## src/rtl/timer_disp_pkg.sv

```systemverilog
// Shared geometry, colour and segment-vector definitions for the kitchen-timer display.
package timer_disp_pkg;

  localparam int CELL_W  = 80;
  localparam int CELL_H  = 160;
  localparam int FIELD_W = 360;

  // Cell origins relative to the left edge of the digit field
  localparam int CELL1_X = 80;
  localparam int COLON_X = 160;
  localparam int CELL2_X = 200;
  localparam int CELL3_X = 280;

  localparam int SEG_UPPER_Y_HI = 73;
  localparam int SEG_G_Y_LO     = 74;
  localparam int SEG_G_Y_HI     = 85;
  localparam int SEG_LOWER_Y_LO = 86;

  localparam int DOT_X_LO  = 14;
  localparam int DOT_X_HI  = 25;
  localparam int DOT1_Y_LO = 40;
  localparam int DOT1_Y_HI = 51;
  localparam int DOT2_Y_LO = 108;
  localparam int DOT2_Y_HI = 119;

  localparam logic [7:0] DEF_FG_COLOR    = 8'b111_111_00;
  localparam logic [7:0] DEF_ALARM_COLOR = 8'b111_000_00;
  localparam logic [7:0] DEF_BG_COLOR    = 8'h00;

  typedef struct packed {
    logic g, f, e, d, c, b, a;
  } seg7_t;

  typedef enum logic [2:0] {
    CELL_D0, CELL_D1, CELL_COLON, CELL_D2, CELL_D3
  } cell_t;

endpackage

```

## src/rtl/bcd_to_seg7.sv

```systemverilog
// Combinational BCD to 7-segment map; non-decimal codes show a dash.
module bcd_to_seg7 import timer_disp_pkg::*; (
  input  logic [3:0] i_bcd,
  output seg7_t      o_seg
);

  always_comb begin
    case (i_bcd)            //   gfedcba
      4'd0:    o_seg = seg7_t'(7'b0111111);
      4'd1:    o_seg = seg7_t'(7'b0000110);
      4'd2:    o_seg = seg7_t'(7'b1011011);
      4'd3:    o_seg = seg7_t'(7'b1001111);
      4'd4:    o_seg = seg7_t'(7'b1100110);
      4'd5:    o_seg = seg7_t'(7'b1101101);
      4'd6:    o_seg = seg7_t'(7'b1111101);
      4'd7:    o_seg = seg7_t'(7'b0000111);
      4'd8:    o_seg = seg7_t'(7'b1111111);
      4'd9:    o_seg = seg7_t'(7'b1101111);
      default: o_seg = seg7_t'(7'b1000000);
    endcase
  end

endmodule

```

## src/rtl/timer_pixel_renderer.sv

```systemverilog
// Renders MM:SS as 7-segment digits with alarm flashing; 2-cycle pipeline from
// beam coordinates to rgb, with HS/VS delayed to match.
module timer_pixel_renderer import timer_disp_pkg::*; #(
  parameter int         X0           = 140,
  parameter int         Y0           = 160,
  parameter int         SEG_T        = 12,
  parameter logic [7:0] FG_COLOR     = DEF_FG_COLOR,
  parameter logic [7:0] ALARM_COLOR  = DEF_ALARM_COLOR,
  parameter logic [7:0] BG_COLOR     = DEF_BG_COLOR,
  parameter int         BLINK_FRAMES = 30,
  parameter int         VLINES       = 480
) (
  input  logic        pixel_clk,
  input  logic        rst_n,
  input  logic [10:0] hcounter,
  input  logic [10:0] vcounter,
  input  logic        blank,
  input  logic        HS,
  input  logic        VS,
  input  logic [3:0]  min_tens,
  input  logic [3:0]  min_ones,
  input  logic [3:0]  sec_tens,
  input  logic [3:0]  sec_ones,
  input  logic        alarm,
  output logic [7:0]  rgb,
  output logic        HS_out,
  output logic        VS_out
);

  localparam int CW = (BLINK_FRAMES > 1) ? $clog2(BLINK_FRAMES) : 1;

  localparam logic [6:0] LX_T   = 7'(SEG_T);
  localparam logic [6:0] LX_HI  = 7'(CELL_W - 1 - SEG_T);
  localparam logic [6:0] LX_R   = 7'(CELL_W - SEG_T);
  localparam logic [7:0] LY_T   = 8'(SEG_T);
  localparam logic [7:0] LY_D   = 8'(CELL_H - SEG_T);
  localparam logic [7:0] LY_CHI = 8'(CELL_H - 1 - SEG_T);

  logic [3:0] r_min_tens, r_min_ones, r_sec_tens, r_sec_ones;
  logic [CW-1:0] r_frame_cnt;
  logic       r_phase;

  cell_t      r_cell;
  logic [6:0] r_lx;
  logic [7:0] r_ly;
  logic       r_in_field, r_blank, r_hs, r_vs;

  logic        w_latch;
  logic [10:0] w_dx;
  logic [7:0]  w_ly;
  logic [6:0]  w_lx;
  cell_t       w_cell;
  logic        w_in_field;

  assign w_latch    = (hcounter == 11'd0) && (vcounter == 11'(VLINES));
  assign w_dx       = hcounter - 11'(X0);
  assign w_ly       = 8'(vcounter - 11'(Y0));
  assign w_in_field = (hcounter >= 11'(X0)) && (hcounter <= 11'(X0 + FIELD_W - 1)) &&
                      (vcounter >= 11'(Y0)) && (vcounter <= 11'(Y0 + CELL_H - 1));

  // NOTE: every signal assigned in always_comb gets a default first, so no latch is inferred.
  always_comb begin
    w_cell = CELL_D3;
    w_lx   = 7'(w_dx - 11'(CELL3_X));
    if (w_dx < 11'(CELL1_X)) begin
      w_cell = CELL_D0;
      w_lx   = 7'(w_dx);
    end else if (w_dx < 11'(COLON_X)) begin
      w_cell = CELL_D1;
      w_lx   = 7'(w_dx - 11'(CELL1_X));
    end else if (w_dx < 11'(CELL2_X)) begin
      w_cell = CELL_COLON;
      w_lx   = 7'(w_dx - 11'(COLON_X));
    end else if (w_dx < 11'(CELL3_X)) begin
      w_cell = CELL_D2;
      w_lx   = 7'(w_dx - 11'(CELL2_X));
    end
  end

  // NOTE: reset is sampled synchronously, so rst_n stays out of the sensitivity list;
  // sequential state uses non-blocking assignments only.
  always_ff @(posedge pixel_clk) begin
    if (!rst_n) begin
      r_min_tens  <= '0;
      r_min_ones  <= '0;
      r_sec_tens  <= '0;
      r_sec_ones  <= '0;
      r_frame_cnt <= '0;
      r_phase     <= 1'b0;
    end else begin
      if (w_latch) begin
        r_min_tens <= min_tens;
        r_min_ones <= min_ones;
        r_sec_tens <= sec_tens;
        r_sec_ones <= sec_ones;
      end
      if (!alarm) begin
        r_frame_cnt <= '0;
        r_phase     <= 1'b0;
      end else if (w_latch) begin
        if (r_frame_cnt == CW'(BLINK_FRAMES - 1)) begin
          r_frame_cnt <= '0;
          r_phase     <= ~r_phase;
        end else begin
          r_frame_cnt <= r_frame_cnt + 1'b1;
        end
      end
    end
  end

  always_ff @(posedge pixel_clk) begin
    if (!rst_n) begin
      r_cell     <= CELL_D0;
      r_lx       <= '0;
      r_ly       <= '0;
      r_in_field <= 1'b0;
      r_blank    <= 1'b1;
      r_hs       <= 1'b1;
      r_vs       <= 1'b1;
    end else begin
      r_cell     <= w_cell;
      r_lx       <= w_lx;
      r_ly       <= w_ly;
      r_in_field <= w_in_field;
      r_blank    <= blank;
      r_hs       <= HS;
      r_vs       <= VS;
    end
  end

  logic [3:0] w_digit;
  seg7_t      w_seg, w_hit;
  logic       w_mid, w_left, w_right, w_upper, w_lower, w_dot, w_lit;
  logic [7:0] w_fg;

  always_comb begin
    case (r_cell)
      CELL_D0: w_digit = r_min_tens;
      CELL_D1: w_digit = r_min_ones;
      CELL_D2: w_digit = r_sec_tens;
      default: w_digit = r_sec_ones;
    endcase
  end

  bcd_to_seg7 u_dec (
    .i_bcd (w_digit),
    .o_seg (w_seg)
  );

  assign w_mid   = (r_lx >= LX_T) && (r_lx <= LX_HI);
  assign w_left  = (r_lx < LX_T);
  assign w_right = (r_lx >= LX_R);
  assign w_upper = (r_ly >= LY_T) && (r_ly <= 8'(SEG_UPPER_Y_HI));
  assign w_lower = (r_ly >= 8'(SEG_LOWER_Y_LO)) && (r_ly <= LY_CHI);

  always_comb begin
    w_hit.a = w_mid && (r_ly < LY_T);
    w_hit.b = w_right && w_upper;
    w_hit.c = w_right && w_lower;
    w_hit.d = w_mid && (r_ly >= LY_D);
    w_hit.e = w_left && w_lower;
    w_hit.f = w_left && w_upper;
    w_hit.g = w_mid && (r_ly >= 8'(SEG_G_Y_LO)) && (r_ly <= 8'(SEG_G_Y_HI));
  end

  assign w_dot = (r_lx >= 7'(DOT_X_LO)) && (r_lx <= 7'(DOT_X_HI)) &&
                 (((r_ly >= 8'(DOT1_Y_LO)) && (r_ly <= 8'(DOT1_Y_HI))) ||
                  ((r_ly >= 8'(DOT2_Y_LO)) && (r_ly <= 8'(DOT2_Y_HI))));
  assign w_lit = r_in_field && ((r_cell == CELL_COLON) ? w_dot : |(w_seg & w_hit));
  assign w_fg  = r_phase ? ALARM_COLOR : FG_COLOR;

  always_ff @(posedge pixel_clk) begin
    if (!rst_n) begin
      rgb    <= 8'h00;
      HS_out <= 1'b1;
      VS_out <= 1'b1;
    end else begin
      rgb    <= r_blank ? 8'h00 : (w_lit ? w_fg : BG_COLOR);
      HS_out <= r_hs;
      VS_out <= r_vs;
    end
  end

endmodule

```

## config.mk

```make
export PLATFORM = sky130hd
export DESIGN_NAME = timer_pixel_renderer
export DESIGN_NICKNAME = d
export VERILOG_FILES = /design/src/rtl/timer_disp_pkg.sv /design/src/rtl/bcd_to_seg7.sv /design/src/rtl/timer_pixel_renderer.sv
export SDC_FILE = /design/constraint.sdc
export NUM_CORES = 1
export LEC_CHECK = 0
export BUFFER_PORTS_ARGS = -buffer_cell sky130_fd_sc_hd__buf_4
export CORE_ASPECT_RATIO = 0.7
export CORE_MARGIN = 2
export CORE_UTILIZATION = 30
export DETAILED_ROUTE_END_ITERATION = 16
export PLACE_DENSITY = 0.5
export RECOVER_POWER = 25
export SKIP_LAST_GASP = 1
export SYNTH_ARGS = -nofsm -noshare
export SYNTH_HDL_FRONTEND = slang
export SYNTH_SLANG_ARGS = --single-unit
```

## constraint.sdc

```tcl
create_clock -name pixel_clk -period 3.1 [get_ports pixel_clk]
set_clock_uncertainty 0.05 [all_clocks]
set_input_delay 0.155 -clock pixel_clk [delete_from_list [all_inputs] [get_ports pixel_clk]]
set_output_delay 0.155 -clock pixel_clk [all_outputs]
set_load 0.01 [all_outputs]
```

==> metrics.md <==
| Metric | Value |
|---|---|
| Top-area cell type share of the netlist area | 32.6% |
| Top post-synthesis cells by area | dfxtp_1, ha_1, mux2i_1 |
| # DRC | 0 |
| Maxcap violations | 0 |
| H-tree levels | 2 |
| Setup bufs post-CTS | 0 |
| Min-Delay Path Class | in2reg |
| Max Freq | 0.364 GHz |
| Seq/Total Area, Yosys | 32.6% |
| Routed WL | 6630 microns |
| Netlist cell types | 62 |
| FP Rows | 29 |
| Critical path endpoint category | flop |
| Root buffer cell | clkbuf_16 |
| Top_reg_cell synth | dfxtp_1 |
| Final core occ | 38.4% |
| Crit-path slowest cell | dfxtp_1 |
| Global route total overflow | 0 |
| Number of synthesized register bits | 46 |
| GRT Resource Usage Total | 13.3% |
| Simple-gate share of the synthesized area | 22.2% |
| Sw Ratio | 26.5% |
| Initial core utilization | 31.1% |
| Max rail drop VDD | 190 uV |
| Layout area overhead | 23.7% |
| DR pass1 iterations | 4 |
| Commonest non-fill, non-tap cells in the layout | buf_4, dfxtp_1, nor2_1 |
| Biggest area consumer among synthesized cells | dfxtp_1 |
| CTS tree | done |
| Pwr Density | 442 mW/mm^2 |
| Async S/R FF share, synth | 0% |
| Final hold vios | 0 |
| Vias in the first global route | 2,277 |
| LEAKAGE | 0.00140 uW |
| Post-synth EDFFs | 0 |
| Top Ports | 54 |
| Post-cts sizing count | 0 |
| Drt wl/cell | 13.0 microns |
| NetSw | 410 uW |
| Rel. slew slack | 43.6% |
| Die width | 120 microns |
| Setup TNS | 0 ns |
| Die ar. | 0.0102 sq mm |
| Clock Latency Late Sink | 0.29 ns |
| First-pass GRT wire length | 11,000 microns |
| CTS Buf Count | 5 |
| Setup Viol. Count Final | 0 |
| Worst-path clk slew | 0.06 ns |
| Largest family of logic cells by synthesized area | simple AND/OR/NAND/NOR gates |
| Initial antenna violation count | 0 |
| Die Ht | 85.2 microns |
| Tcrit/Tclk final | 88.6% |
| Port bufs | 51 |
| Mux cell area share after synthesis | 8.71% |
| Hold bufs inserted after CTS | 0 |
| Bufs on Longest Clock Path | 2 |
| Antenna Cells | 0 |
| Critical Path RT | 3.22 ns |
| Hpwl dp | 5080 microns |
| # clock sinks | 46 |
| Pint | 1140 uW |
| Core Region | 0.00911 sq mm |
| Avg Vias per Cell | 4.79 |
| Comb pwr share | 20.3% |
| Clock network power share | 38.8% |
| Layout cell share with drive strength beyond 1 | 21.4% |
| Syn Area/Cell | 8.52 sq um |
| Fin nets | 444 |
| Worst setup path class | reg2reg |
| CP Cell Sequence | mux2_2 > o22a_1 > o22ai_1 > inv_1 > ha_1 > inv_1 > o21a_1 > o211ai_1 > nor2_1 > o311a_1 |
| Synth Area in Compound Gates | 18.5% |
| Adder-cell area share of the yosys netlist | 7.78% |
| DRT iter0 DRCs | 108 |
| Worst EP arrival | 2.87 ns |
| Post-DRT Antenna Nets | 0 |
| Maximum number of pins on one net before global-route repair | 27 |
| Synth Instances | 332 |
| Max incr delay on CP | 0.53 ns |
| Most frequent CP cell | inv_1 |
| Most common cell after layout, fill and taps aside | buf_4 |
| Xor and xnor area share after synthesis | 4.60% |
| Worst setup SP type | flop |
| Ys Warns | 0 |
| Area of the mapped netlist | 0.00283 sq mm |
| Seq pwr share | 40.9% |
| Vias | 2,435 |
| Final Max Slew Viols | 0 |
| Status | finished, final reports clean |
| Final min period | 2.75 ns |
| Max FO, Critical Path | 8 |
| RSZ-0062 raised after global routing | no |
| Placer congestion estimate | 0.854 |
| Slew @ Worst Pin | 0.825 ns |
-- worst paths after layout --
kind | startpoint | slack [ns] | to | cells after the start
worst max-delay path | r_cell[0] | 0.35 | rgb[4] | 10
worst min-delay path | VS | 0.004 | r_vs | 2
worst max register to register | r_cell[0] | 0.35 | rgb[4] | 10
worst min register to register | r_vs | 0.36 | VS_out | 1
-- flip-flops by register name, indices dropped and copies added (netlist names), 2 cells and up --
name / cells
rgb: 2
r_min_ones: 4
r_ly: 7
r_cell: 3
r_sec_tens: 4
r_sec_ones: 4
r_frame_cnt: 5
r_min_tens: 4
r_lx: 6
-- Yosys cell counts, types with 3 or more instances --
master     n
buf_2      6
o211ai_1   6
nor2_1    42
mux2_2     5
a31oi_1    3
nand3_1    7
nand4_1    5
and3_1     5
o21ai_0   16
mux2i_1   19
and2_1     7
nor4_1     4
inv_1     16
ha_1      16
clkbuf_1   4
nand2_1   21
nor2b_1    3
nor3_1     6
dfxtp_1   46
o22a_1     3
nand2b_1   7
buf_4      6
xnor2_1    6
a21oi_1   16
a211oi_1   4
xor2_1     7
-- routing by layer --
metal | track usage [%] | wire length, microns | vias to the layer above
met2 | 19.2 | 2660 | 46
li1 | - | - | 1279
met5 | 0 | 0 | -
met1 | 20.0 | 3690 | 1105
met3 | 2.82 | 237 | 5
met4 | 2.89 | 42 | 0
-- area by class of cell --
| type | count | area, sq um |
|---|---|---|
| flip-flops and latches | 46 | 921 |
| fillers | 957 | 5610 |
| inverters | 17 | 63.8 |
| repair buffers | 59 | 428 |
| clock buffers | 6 | 129 |
| multi-input cells | 254 | 1760 |
| clock inverters | 2 | 37.5 |
| well taps | 124 | 155 |
-- power by group through the flow --
stage               logic [uW]  registers (uW)  clock network (uW)
floorplan                  201             638                   0
global placement           312             645                   0
detailed placement         312             645                   0
CTS                        316             632                 614
global route               350             635                 647
finish                     314             632                 600
-- critical path, delay by kind of cell, from the launching register on --
family / cells / cell delay (ns)
AOI/OAI and AO/OA: 5 / 1.15
DFF: 1 / 0.53
muxes: 1 / 0.38
adders and majority gates: 1 / 0.28
buffers and inverters: 2 / 0.15
and+or+nand+nor: 1 / 0.10
-- metrics by stage --
step	hold slack (ns)	power (uW)	worst slack, ns	instance area (sq um)	instances
after floorplan	0.177	839	0.370	2830	333
after global placement	0.294	957	0.251	3350	500
after detailed placement	0.293	957	0.0358	3350	500
after CTS	0.00112	1560	0.321	3510	508
after global routing	0.0145	1630	0.0962	3500	508
final	0.00420	1550	0.354	3500	508
-- cell families after synthesis --
logic type,after synthesis
flip-flops,46
other,1
multiplexers,24
AO/OA/AOI/OAI,73
AND/OR/NAND/NOR,124
buffers and inverters,33
adder cells (fa/ha/maj),17
XOR/XNOR,14
(Power assumes the default switching activity.)
